===== src/rtl/key_fifo_if.sv =====
// Keyboard buffer bus: scanner push side, CPU pop side and status outputs.
// The FIFO itself connects through the slave modport.
interface key_fifo_if #(
  parameter int DEPTH = 8
);
  logic [6:0]                   key_in;
  logic                         key_valid;
  logic                         key_held;
  logic                         keystrobe;
  logic                         clr_overflow;
  logic [7:0]                   keycode;
  logic [$clog2(DEPTH+1)-1:0]   count;
  logic                         overflow;

  modport master (
    output key_in, key_valid, key_held, keystrobe, clr_overflow,
    input  keycode, count, overflow
  );

  modport slave (
    input  key_in, key_valid, key_held, keystrobe, clr_overflow,
    output keycode, count, overflow
  );
endinterface


===== src/rtl/key_fifo.sv =====
// Keyboard input FIFO presenting {ready, ascii} to the CPU, popped on keystrobe rising edges.
// Define KEY_FIFO_REPEAT_EN to add typematic auto-repeat of the last key while it is held.
module key_fifo #(
  parameter int          DEPTH        = 8,
  parameter logic [15:0] REPEAT_DELAY = 16'd500,
  parameter logic [15:0] REPEAT_RATE  = 16'd100
) (
  input logic       clk,
  input logic       reset,
  key_fifo_if.slave bus
);

  localparam int PW = $clog2(DEPTH);
  localparam int CW = $clog2(DEPTH+1);
  localparam logic [CW-1:0] FULL_COUNT = CW'(DEPTH);

  logic [6:0]    mem [DEPTH];
  logic [PW-1:0] rd_ptr, wr_ptr, rd_ptr_d;
  logic [CW-1:0] count_q, count_d;
  logic [7:0]    keycode_q, keycode_d;
  logic          overflow_q;
  logic          strobe_q;
  logic          pop_req, pop, space, ext_push, int_push, push, drop;
  logic [6:0]    push_data;

  assign pop_req  = bus.keystrobe & ~strobe_q;
  assign pop      = pop_req & (count_q != '0);
  assign space    = (count_q != FULL_COUNT) | pop;
  assign ext_push = bus.key_valid & space;
  assign drop     = bus.key_valid & ~space;
  assign push     = ext_push | int_push;

`ifdef KEY_FIFO_REPEAT_EN
  typedef enum logic [1:0] {R_IDLE, R_DELAY, R_REPEAT} repeat_state_t;

  repeat_state_t state_q, state_d;
  logic [15:0]   rcnt_q, rcnt_d;
  logic [6:0]    last_q, last_d;
  logic          rep_fire;

  always_ff @(posedge clk) begin
    if (reset) begin
      state_q <= R_IDLE;
      rcnt_q  <= '0;
      last_q  <= '0;
    end else begin
      state_q <= state_d;
      rcnt_q  <= rcnt_d;
      last_q  <= last_d;
    end
  end

  // Any key event, accepted or dropped, restarts the delay; releasing the key stops repeating.
  always_comb begin
    state_d  = state_q;
    rcnt_d   = rcnt_q;
    last_d   = last_q;
    rep_fire = 1'b0;
    if (bus.key_valid) begin
      last_d  = bus.key_in;
      rcnt_d  = '0;
      state_d = R_DELAY;
    end else if (!bus.key_held) begin
      rcnt_d  = '0;
      state_d = R_IDLE;
    end else begin
      case (state_q)
        R_DELAY: begin
          if (rcnt_q == REPEAT_DELAY - 16'd1) begin
            rep_fire = 1'b1;
            rcnt_d   = '0;
            state_d  = R_REPEAT;
          end else begin
            rcnt_d = rcnt_q + 16'd1;
          end
        end
        R_REPEAT: begin
          if (rcnt_q == REPEAT_RATE - 16'd1) begin
            rep_fire = 1'b1;
            rcnt_d   = '0;
          end else begin
            rcnt_d = rcnt_q + 16'd1;
          end
        end
        default: begin
          state_d = R_IDLE;
        end
      endcase
    end
  end

  assign int_push  = rep_fire & space;
  assign push_data = bus.key_valid ? bus.key_in : last_q;
`else
  logic unused_repeat;
  assign unused_repeat = bus.key_held ^ (^REPEAT_DELAY) ^ (^REPEAT_RATE);
  assign int_push      = 1'b0;
  assign push_data     = bus.key_in;
`endif

  // The head after this edge is either an older stored entry or the word being written now.
  always_comb begin
    count_d  = count_q;
    rd_ptr_d = pop ? rd_ptr + PW'(1) : rd_ptr;
    case ({push, pop})
      2'b10:   count_d = count_q + CW'(1);
      2'b01:   count_d = count_q - CW'(1);
      default: count_d = count_q;
    endcase
    if (count_d == '0) begin
      keycode_d = 8'h00;
    end else if (push && (rd_ptr_d == wr_ptr)) begin
      keycode_d = {1'b1, push_data};
    end else begin
      keycode_d = {1'b1, mem[rd_ptr_d]};
    end
  end

  always_ff @(posedge clk) begin
    if (push) begin
      mem[wr_ptr] <= push_data;
    end
  end

  always_ff @(posedge clk) begin
    if (reset) begin
      rd_ptr     <= '0;
      wr_ptr     <= '0;
      count_q    <= '0;
      keycode_q  <= 8'h00;
      overflow_q <= 1'b0;
      strobe_q   <= 1'b1;
    end else begin
      strobe_q  <= bus.keystrobe;
      rd_ptr    <= rd_ptr_d;
      count_q   <= count_d;
      keycode_q <= keycode_d;
      if (push) begin
        wr_ptr <= wr_ptr + PW'(1);
      end
      if (drop) begin
        overflow_q <= 1'b1;
      end else if (bus.clr_overflow) begin
        overflow_q <= 1'b0;
      end
    end
  end

  assign bus.keycode  = keycode_q;
  assign bus.count    = count_q;
  assign bus.overflow = overflow_q;

endmodule

===== src/flat_wrapper.sv =====
// flat-port wrapper written by rule: the top's interface ports become plain ports
module key_fifo_flat 
#(
  parameter int          DEPTH        = 8,
  parameter logic [15:0] REPEAT_DELAY = 16'd500,
  parameter logic [15:0] REPEAT_RATE  = 16'd100
)
  (clk, reset, bus_key_in, bus_key_valid, bus_key_held, bus_keystrobe, bus_clr_overflow, bus_keycode, bus_count, bus_overflow);
  key_fifo_if #(.DEPTH(DEPTH)) bus_i ();
  input logic clk;
  input logic reset;
  input wire logic [$bits(bus_i.key_in)-1:0] bus_key_in;
  input wire logic [$bits(bus_i.key_valid)-1:0] bus_key_valid;
  input wire logic [$bits(bus_i.key_held)-1:0] bus_key_held;
  input wire logic [$bits(bus_i.keystrobe)-1:0] bus_keystrobe;
  input wire logic [$bits(bus_i.clr_overflow)-1:0] bus_clr_overflow;
  output wire logic [$bits(bus_i.keycode)-1:0] bus_keycode;
  output wire logic [$bits(bus_i.count)-1:0] bus_count;
  output wire logic [$bits(bus_i.overflow)-1:0] bus_overflow;
  assign bus_i.key_in = bus_key_in;
  assign bus_i.key_valid = bus_key_valid;
  assign bus_i.key_held = bus_key_held;
  assign bus_i.keystrobe = bus_keystrobe;
  assign bus_i.clr_overflow = bus_clr_overflow;
  assign bus_keycode = bus_i.keycode;
  assign bus_count = bus_i.count;
  assign bus_overflow = bus_i.overflow;
  key_fifo #(.DEPTH(DEPTH), .REPEAT_DELAY(REPEAT_DELAY), .REPEAT_RATE(REPEAT_RATE)) u_core (.clk(clk), .reset(reset), .bus(bus_i));
endmodule

===== config.mk =====
export PLATFORM = sky130hd
export DESIGN_NAME = key_fifo_flat
export DESIGN_NICKNAME = d
export VERILOG_FILES = /design/src/rtl/key_fifo_if.sv /design/src/rtl/key_fifo.sv /design/src/flat_wrapper.sv
export SDC_FILE = /design/constraint.sdc
export NUM_CORES = 1
export LEC_CHECK = 0
export CORE_ASPECT_RATIO = 1.4
export CORE_MARGIN = 2
export CORE_UTILIZATION = 50
export DETAILED_ROUTE_END_ITERATION = 8
export PLACE_DENSITY = 0.69
export SLEW_MARGIN = 10
export SYNTH_ARGS = -nofsm -noshare
export SYNTH_HDL_FRONTEND = slang
export SYNTH_SLANG_ARGS = --single-unit

===== constraint.sdc =====
create_clock -name clk -period 8.21 [get_ports clk]
set_input_delay 1.642 -clock clk [delete_from_list [all_inputs] [get_ports clk]]
set_output_delay 1.642 -clock clk [all_outputs]
set_load 0.005 [all_outputs]

== Word level (Yosys, flattened, before mapping) ==
Memories as Yosys holds them, arrays and structs flattened. A register that Yosys moved wholly into a read port is not among the register bits.
Cells that the tools add are included.
Storage, ports and cells
  flip-flop bits (word level): 20
  bits in writable memories: 56
  bits of input ports: 13
  output and inout bits: 13
  logic and storage cells: 34
  memories kept: 1
Cells by class
  add/subtract/negate cells: 4
  equality and inequality tests: 4
  multiplexer cells: 7
  bitwise gates (word level): 7
  reductions and logical operators: 5
Memory list
  u_core.mem: depth 8, bits a word 7, rd ports 1, clocked after Yosys merged registers in 1, wr ports 1, line key_fifo.sv:17  | logic [6:0] mem [DEPTH];
Operator list (number)
  case mux 4 bit (2 select lines): 1
  2-to-1 mux 7 bit: 1
  adder 3 x 1 -> 3 bit, second input constant: 2
  adder 4 x 1 -> 4 bit, second input constant: 1
  bitwise AND 1 bit: 4
  zero test 4 bit: 1
  2-to-1 mux 1 bit: 4
  != test 4 bit, second input constant: 1
  nonzero test 4 bit: 1
  subtractor 4 x 1 -> 4 bit, second input constant: 1
  equality test 3 bit: 1
  2-to-1 mux 3 bit: 1
  equality test 2 x 1 -> 1 bit, second input constant: 1
  equality test 2 bit, second input constant: 1
  inverter 1 bit: 2
  nonzero test 2 bit: 1
  OR reduction 2 bit: 1
  logical AND 1 bit: 1
  OR 1 bit: 1

== Longest topological paths before layout ==
  word-level depth: 9
  gate-level depth with buffers: 10
  mapped depth without buffers: 9

== Worst setup path before layout ==
Ideal clock, no wire load.
  path kind: input-to-reg
  start: input bus_keystrobe
  end: register u_core.keycode_q[0] (netlist: u_core.bus.keycode[0]), read port of u_core.mem
  library setup time: 0.130 ns
  data arrival time: 3.632 ns
  required time: 8.080 ns
  slack: 4.449 ns
  stages: 10
  path buffers: 1
  path through: nand2b_1 -> clkbuf_1 -> nor3_1 -> ha_1 -> a21o_1 -> a2111o_1 -> o2111ai_1 -> o211ai_1 -> a21oi_2 -> a21oi_1
On the way
  word-level cells in the longest chain between the ends: 8
  elaborated cells between the ends (all ways): 10
  those cells by class: eq/ne (2); mux (2); bitwise (4); reduce/logical (2)
RTL lines
  from (decl): line flat_wrapper.sv:15  | input wire logic [$bits(bus_i.keystrobe)-1:0] bus_keystrobe;
  bitwise AND 1 bit *: line key_fifo.sv:26  | assign pop_req = bus.keystrobe & ~strobe_q;
  bitwise AND 1 bit *: line key_fifo.sv:27  | assign pop = pop_req & (count_q != '0);
  OR 1 bit: line key_fifo.sv:28  | assign space = (count_q != FULL_COUNT) | pop;
  bitwise AND 1 bit: line key_fifo.sv:29  | assign ext_push = bus.key_valid & space;
  equality test 2 x 1 -> 1 bit or equality test 2 bit (tied branches): line key_fifo.sv:105  | case ({push, pop})
  case mux 4 bit (2 select lines): line key_fifo.sv:105
  zero test 4 bit: line key_fifo.sv:110  | if (count_d == '0) begin
  OR reduction 2 bit (no source line)
  to (decl): line key_fifo.sv:20  | logic [7:0] keycode_q, keycode_d;
Mark *: on every way between the ends. The rest lies on a longest branch, timed or not.
A chain may end at the register's enable or synchronous reset.

== Worst setup path in the final report ==
  start: input bus_keystrobe
  end: register u_core.keycode_q[3] (netlist: u_core.bus.keycode[3]), read port of u_core.mem
The elaborated chain is that of the path after synthesis.

==> metrics <==
initial DRC count 157; Layout Nets 298; Remaining DRCs 0; Placer Congestion 0.8298; number of global-route vias before repair 2256; total gr overflow 0; DIE AREA 8189 sq um; n_diodes 0; final max-slew violation count 0; Worst Path Arrival 4.71 ns; IO Count 26; slowest stage delay, CP 0.51 ns; share of cells above drive strength 1 23.86%; routed vias 2299; HPWL after DPL 4888 um; fmax between 200 and 250 MHz; final setup TNS 0 ns; total CTS buffers 9; Setup crit end kind register; CTS tree built; initial core utilization ~51%; Core Util, Final approximately 59%; Final Hold Slack 0.4835 ns; Place WS 3.378 ns; maximum number of pins on one net before global-route repair 32; overall routed net length 7646 um; Synth Net Count ~270; Synth Warn # 0; Post-synth EDFFs 56; post-CTS setup buffer count 0; WP depth 10; ys async rst share 0%; initial antenna violation count 0; core area 7315 sq um; crit-path cells clkdlybuf4s50_1, nand2b_1, nor3_1, ha_1, a21o_1, a2111o_1, o2111ai_1, o211ai_1, a21oi_2, a21oi_1; synth unique cells 46; minimum clock period 4.489 ns; reg2reg path depth 9; GR Util All Layers approximately a fifth; ys flop type edfxtp_1; Hold-fix buffers, CTS 0; Leak 0.001382 uW; slowest CP cell clkdlybuf4s50_1; MaxCap Viol Count 0; CP Launch Type primary input; PortBufs 24; endpoints failing hold 0; Hold Crit Class register to register; number of synthesized register bits 76; First-pass DRT Iterations 4; worst-skew pair later-pin latency 0.36 ns; IR Drop Worst-Case VDD between 0.1 and 0.15 mV; Tot Pwr ~870 uW; status complete, no violations; Final WS setup ~3.7 ns; synthesized area per cell 14.88 sq um; Final setup viols 0; Seq/Total Area, Yosys approximately 56%; WL/cell 20.02 um; synth-to-layout area growth 15.00%; Top delay family on crit path compound AO/OA/AOI/OAI gates; slew margin rel. slightly above 40%; clock buffer depth 2; clk root buf clkbuf_8; worst path required time 8.43 ns; first-pass GRT wire length 12160 um; Final ANT Viol Nets 0; die height 106.3 um; post-synthesis cell count about 250; post-cts sizing count 0; Reg clk slew, reported paths approximately 0.090 ns; crit path buf inv count 1; Post-Syn Area 3736 sq um; power density cells 203.3 nW/um^2; unrepaired setup endpoints after global routing no; hold path cells 2; vias per cell between 6 and 7; # clock sinks 76; die width ~77 um; H-tree Lvls 3; clock skew approximately 0.012 ns; Setup Crit Path Kind primary input to register; num rows 37; CP Max Fanout 10; Worst Tran Pin Value 0.8890 ns; Tcrit/Tclk final 54.68%
==> layout make-up <==
class | instances | area [sq um]
clock buffers | 9 | 123.9
clock inverters | 7 | 82.58
inverters | 3 | 11.26
flip-flops and latches | 76 | 2082
multi-input cells | 157 | 1568
repair buffers | 33 | 307.8
well taps | 97 | 121.4
fillers | 620 | 3018
==> cells in the final DEF (no fill, tap or decap), drive strengths merged, types with 4 or more instances in the layout <==
cell           instances
nor2b                  9
clkdlybuf4s50         24
mux2i                  8
xnor2                  6
clkbuf                 9
a211oi                 9
edfxtp                56
a211o                  7
mux4                  28
nand2b                 5
nand2                 16
nor2                  13
a21oi                 13
dfxtp                 20
ha                     4
buf                    9
nor3                   5
inv                    6
==> routing by layer <==
layer	part of all wire, %	GRT usage (%)	vias up
met2	52	34.65	58
met5	0	0	-
li1	-	-	1056
met1	42	25.16	1172
met3	3.7	2.716	13
met4	2.3	10.33	0
==> tightest hold or removal path, cell delays in order (launching register included) <==
cell      delay, ns
dfxtp_1        0.32
nand2b_1       0.07
a21oi_1        0.06
==> power by group <==
part	total [uW]	internal, uW	switching (uW)	leakage, uW
registers	445	431	14.6	0.000673
clock network	297	145	152	0.0000984
logic	131	67.9	63.4	0.000611
==> final timing paths <==
check / from / end / slack, ns
min: u_core.bus.overflow / u_core.bus.overflow / 0.48
max: bus_keystrobe / u_core.bus.keycode[3] / 3.72
min reg2reg: u_core.bus.overflow / u_core.bus.overflow / 0.48
max reg2reg: u_core.bus.count[0] / u_core.bus.keycode[3] / 5.11
==> sequential cells by signal, summed over array words and instances (netlist names) <==
name and cells:
u_core.bus.keycode 8, u_core.mem 56, u_core.wr_ptr 3, u_core.strobe_q 1, u_core.rd_ptr 3, u_core.bus.overflow 1
u_core.bus.count 4
==> logic make-up after synthesis <==
logic type                 synth area share (%)
DFF                                       55.73
and+or+nand+nor                           9.611
AOI/OAI and AO/OA                         8.707
muxes                                     19.32
buffers and inverters                     2.612
xor gates and xnor gates                  2.143
adders and majority gates                 1.875
==> synthesized netlist by cell type, drive strengths merged (3+ instances only) <==
library cell / instances / area [sq um]
clkbuf: 5 / 18.77
edfxtp: 56 / 1682
o211ai: 3 / 22.52
nand2b: 5 / 31.28
ha: 4 / 50.05
nand2: 16 / 60.06
mux4: 28 / 630.6
nor2b: 9 / 56.30
o21ai: 3 / 18.76
buf: 10 / 67.56
a211o: 7 / 61.31
mux2i: 8 / 80.08
nor3: 5 / 25.02
a211oi: 9 / 67.56
nor2: 13 / 53.80
or3: 3 / 18.77
or2: 3 / 18.77
dfxtp: 20 / 400.4
xnor2: 6 / 71.32
a21oi: 13 / 68.82
inv: 3 / 11.26
==> stage by stage <==
step,instance area (sq um),instances
2_1_floorplan,3736,251
3_3_place_gp,4090,366
3_5_place_dp,4090,366
4_1_cts,4297,382
5_1_grt,4297,382
6_report,4297,382
Note: power is estimated with default switching activity, not from simulation.
==> patch (same settings) <==
Build with the macro `KEY_FIFO_REPEAT_EN` defined.
--- a/src/rtl/key_fifo.sv
+++ b/src/rtl/key_fifo.sv
@@ -1,5 +1,7 @@
 // Keyboard input FIFO presenting {ready, ascii} to the CPU, popped on keystrobe rising edges.
 // Define KEY_FIFO_REPEAT_EN to add typematic auto-repeat of the last key while it is held.
+`define KEY_FIFO_REPEAT_EN
+
 module key_fifo #(
   parameter int          DEPTH        = 8,
   parameter logic [15:0] REPEAT_DELAY = 16'd500,
Check against the original RTL: no difference found for any inputs over 10 cycles, from zero or initial values and one cycle with reset high; that may be too few to reach the edited logic, so the function may still have changed.
==> patch against the unedited design <==
Sequential cell count grew 25; routed wire length grew 60%; design area grew 36%; final cell count grew 72%; synthesized area grew 41%; total power grew 39%; largest power group unchanged; setup slack lost 0.79 ns; critical path type unchanged; combinational power grew 64%.
==> patch: results (changes against the unedited design) <==
| Metric | Value |
|---|---|
| Synth Area in Compound Gates | `0.136 (+0.0487)` |
| Layout cells sized above 1 | `0.137 (-0.102)` |
| GP Congestion | `0.888 (+7.0%)` |
| Combinational family with the most area after synthesis | `simple AND/OR/NAND/NOR gates` |
| Worst Path Max Fanout | `22 (+12)` |
| Top cells by area in the synthesized netlist | `edfxtp_1 32%, dfxtp_1 17%, mux2_2 7.0%` |
| Distinct cells, synth | `58 (+26%)` |
| Post-synth top flop | `edfxtp_1` |
| GRT Resource Usage Total | `0.218 (+0.0161)` |
| Die Wd | `90.8 um (+18%)` |
| Slew margin rel. | `0.194 (-0.211)` |
| CP max stage cell | `nor4_2` |
| Outcome | `finished clean` |
| Vias in the first global route | `3856 (+71%)` |
| Multiplexer share of the synthesized area | `0.0762 (-0.117)` |
| WL met2 | `6540 um (+64%)` |
| Final Net Count | `536 (+80%)` |
| Peak VDD IR | `0.130 mV (-0.54%)` |
| Met3 WL | `519 um (+81%)` |
| Post-Syn Nets | `532 (+98%)` |
| Per-cell routed wire length | `18.5 um (-7.4%)` |
| Global-route wire length before repair | `19200 um (+58%)` |
| Sequential fraction of the synthesis area | `0.490 (-0.0674)` |
| Pre-antenna DRT Iters | `5 (+1)` |
| Non-Filler Instances | `658 (+72%)` |
| Port-buffer cells | `25 (+4.2%)` |
| Leakage Power | `2.02 nW (+46%)` |
| Via count | `3974 (+73%)` |
| Crit-path max cell delay | `0.72 ns (+0.21 ns)` |
| Largest buffer count on any clock path | `2 (unchanged)` |
| Post-synthesis async set-or-reset flop share | `0 (unchanged)` |
| Pin count of the biggest net entering global routing | `45 (+41%)` |
| Top post-synthesis cells by count | `56 x edfxtp_1, 55 x nor2_1, 45 x dfxtp_1, 33 x mux2_2` |
| Hold crit path type | `flip-flop to flip-flop` |
| DRT met1 WL | `4610 um (+45%)` |
| Cells after Synth | `511 (+100%)` |
| Initial DRC count | `320 (+100%)` |
| Post-Synth XOR/XNOR Area | `0.0399 (+0.0184)` |
| Critical path data arrival time | `5.48 ns (+0.77 ns)` |
| Fillers | `930 (+50%)` |
| Worst-path clk slew | `0.06 ns (-0.03 ns)` |
| Root buffer cell | `clkbuf_16` |
| Post-DP HPWL | `8240 um (+68%)` |
| Synth Area in Adders | `0.0190 (+0.000235)` |
| Clock Skew | `0.0107 ns (-0.00112 ns)` |
| P_sw | `0.000317 W (+38%)` |
[patch: cell types whose count changed in the layout (fill, tap and decap cells not counted), moves of 11 or more]
cell,change
dfxtp_1,+25
mux4_2,-28
xor2_1,+14
nor4b_1,+15
o22ai_1,+15
nor2_1,+44
mux2_2,+32
a31oi_1,+11
inv_1,+19
o21ai_0,+11
[patch: worst paths after layout]
check / startpoint / end / slack, ns / cells after the start
worst min-delay path: u_core.bus.overflow$_SDFFE_PP0P_ / u_core.bus.overflow$_SDFFE_PP0P_ / 0.51 / 2
worst max register to register: u_core.bus.count[1]$_SDFF_PP0_ / u_core.bus.keycode[4]$_SDFF_PP0_ / 4.30 / 10
worst max-delay path: bus_keystrobe / u_core.bus.keycode[4]$_SDFF_PP0_ / 2.93 / 11
worst min register to register: u_core.bus.overflow$_SDFFE_PP0P_ / u_core.bus.overflow$_SDFFE_PP0P_ / 0.51 / 2
[patch: power groups by stage]
stage | Sequential (W) | Clock [W] | Combinational (W)
global route | 0.000591 | 0.000434 | 0.000233
CTS | 0.000588 | 0.000415 | 0.000215
finish | 0.000588 | 0.000408 | 0.000215
detailed placement | 0.000599 | 0 | 0.000214
global placement | 0.000598 | 0 | 0.000211
floorplan | 0.000591 | 0 | 0.000142
[patch: layer usage]
metal | track usage | vias to the layer above
met4 | 0.125 | 0
met5 | 0 | -
met2 | 0.392 | 124
met3 | 0.0404 | 40
met1 | 0.240 | 1914
li1 | - | 1896
[patch: final cells by class]
type | count | area [um2] | share of cell area
flip-flops and latches | 101 | 2580 | 0.442
multi-input cells | 351 | 2440 | 0.417
repair buffers | 29 | 280 | 0.0479
clock buffers | 12 | 258 | 0.0441
well taps | 138 | 173 | 0.0295
inverters | 23 | 86.3 | 0.0148
clock inverters | 4 | 30.0 | 0.00514
[patch: through the flow]
step / power [W] / area, um2 / util / setup slack, ns / hold slack, ns
floorplan: 0.000733 / 5270 / - / 4.08 / 0.467
global placement: 0.000809 / 5560 / 0.537 / 2.80 / 0.484
detailed placement: 0.000814 / 5560 / 0.537 / 2.61 / 0.497
CTS: 0.00122 / 5850 / 0.565 / 2.96 / 0.516
global route: 0.00126 / 5850 / 0.565 / 2.63 / 0.542
finish: 0.00121 / 5850 / 0.565 / 2.93 / 0.506
[patch: kinds of logic (layout without fill, tap and decap cells)]
group	count (synthesis)	in the layout
flip-flops	101	101
buffers and inverters	59	68
XOR/XNOR	24	24
adder cells (fa/ha/maj)	8	8
AND/OR/NAND/NOR	182	182
AO/OA/AOI/OAI	101	101
multiplexers	36	36
[patch: worst reg2reg max path, stage by stage (launching register included)]
cell and delay [ns]:
dfxtp_1 0.42, or4_1 0.58, nand2_1 0.09, buf_4 0.37, inv_2 0.29, ha_1 0.35
a21bo_2 0.24, a221oi_1 0.34, o311ai_0 0.23, nor4_2 0.72, nor3_1 0.14
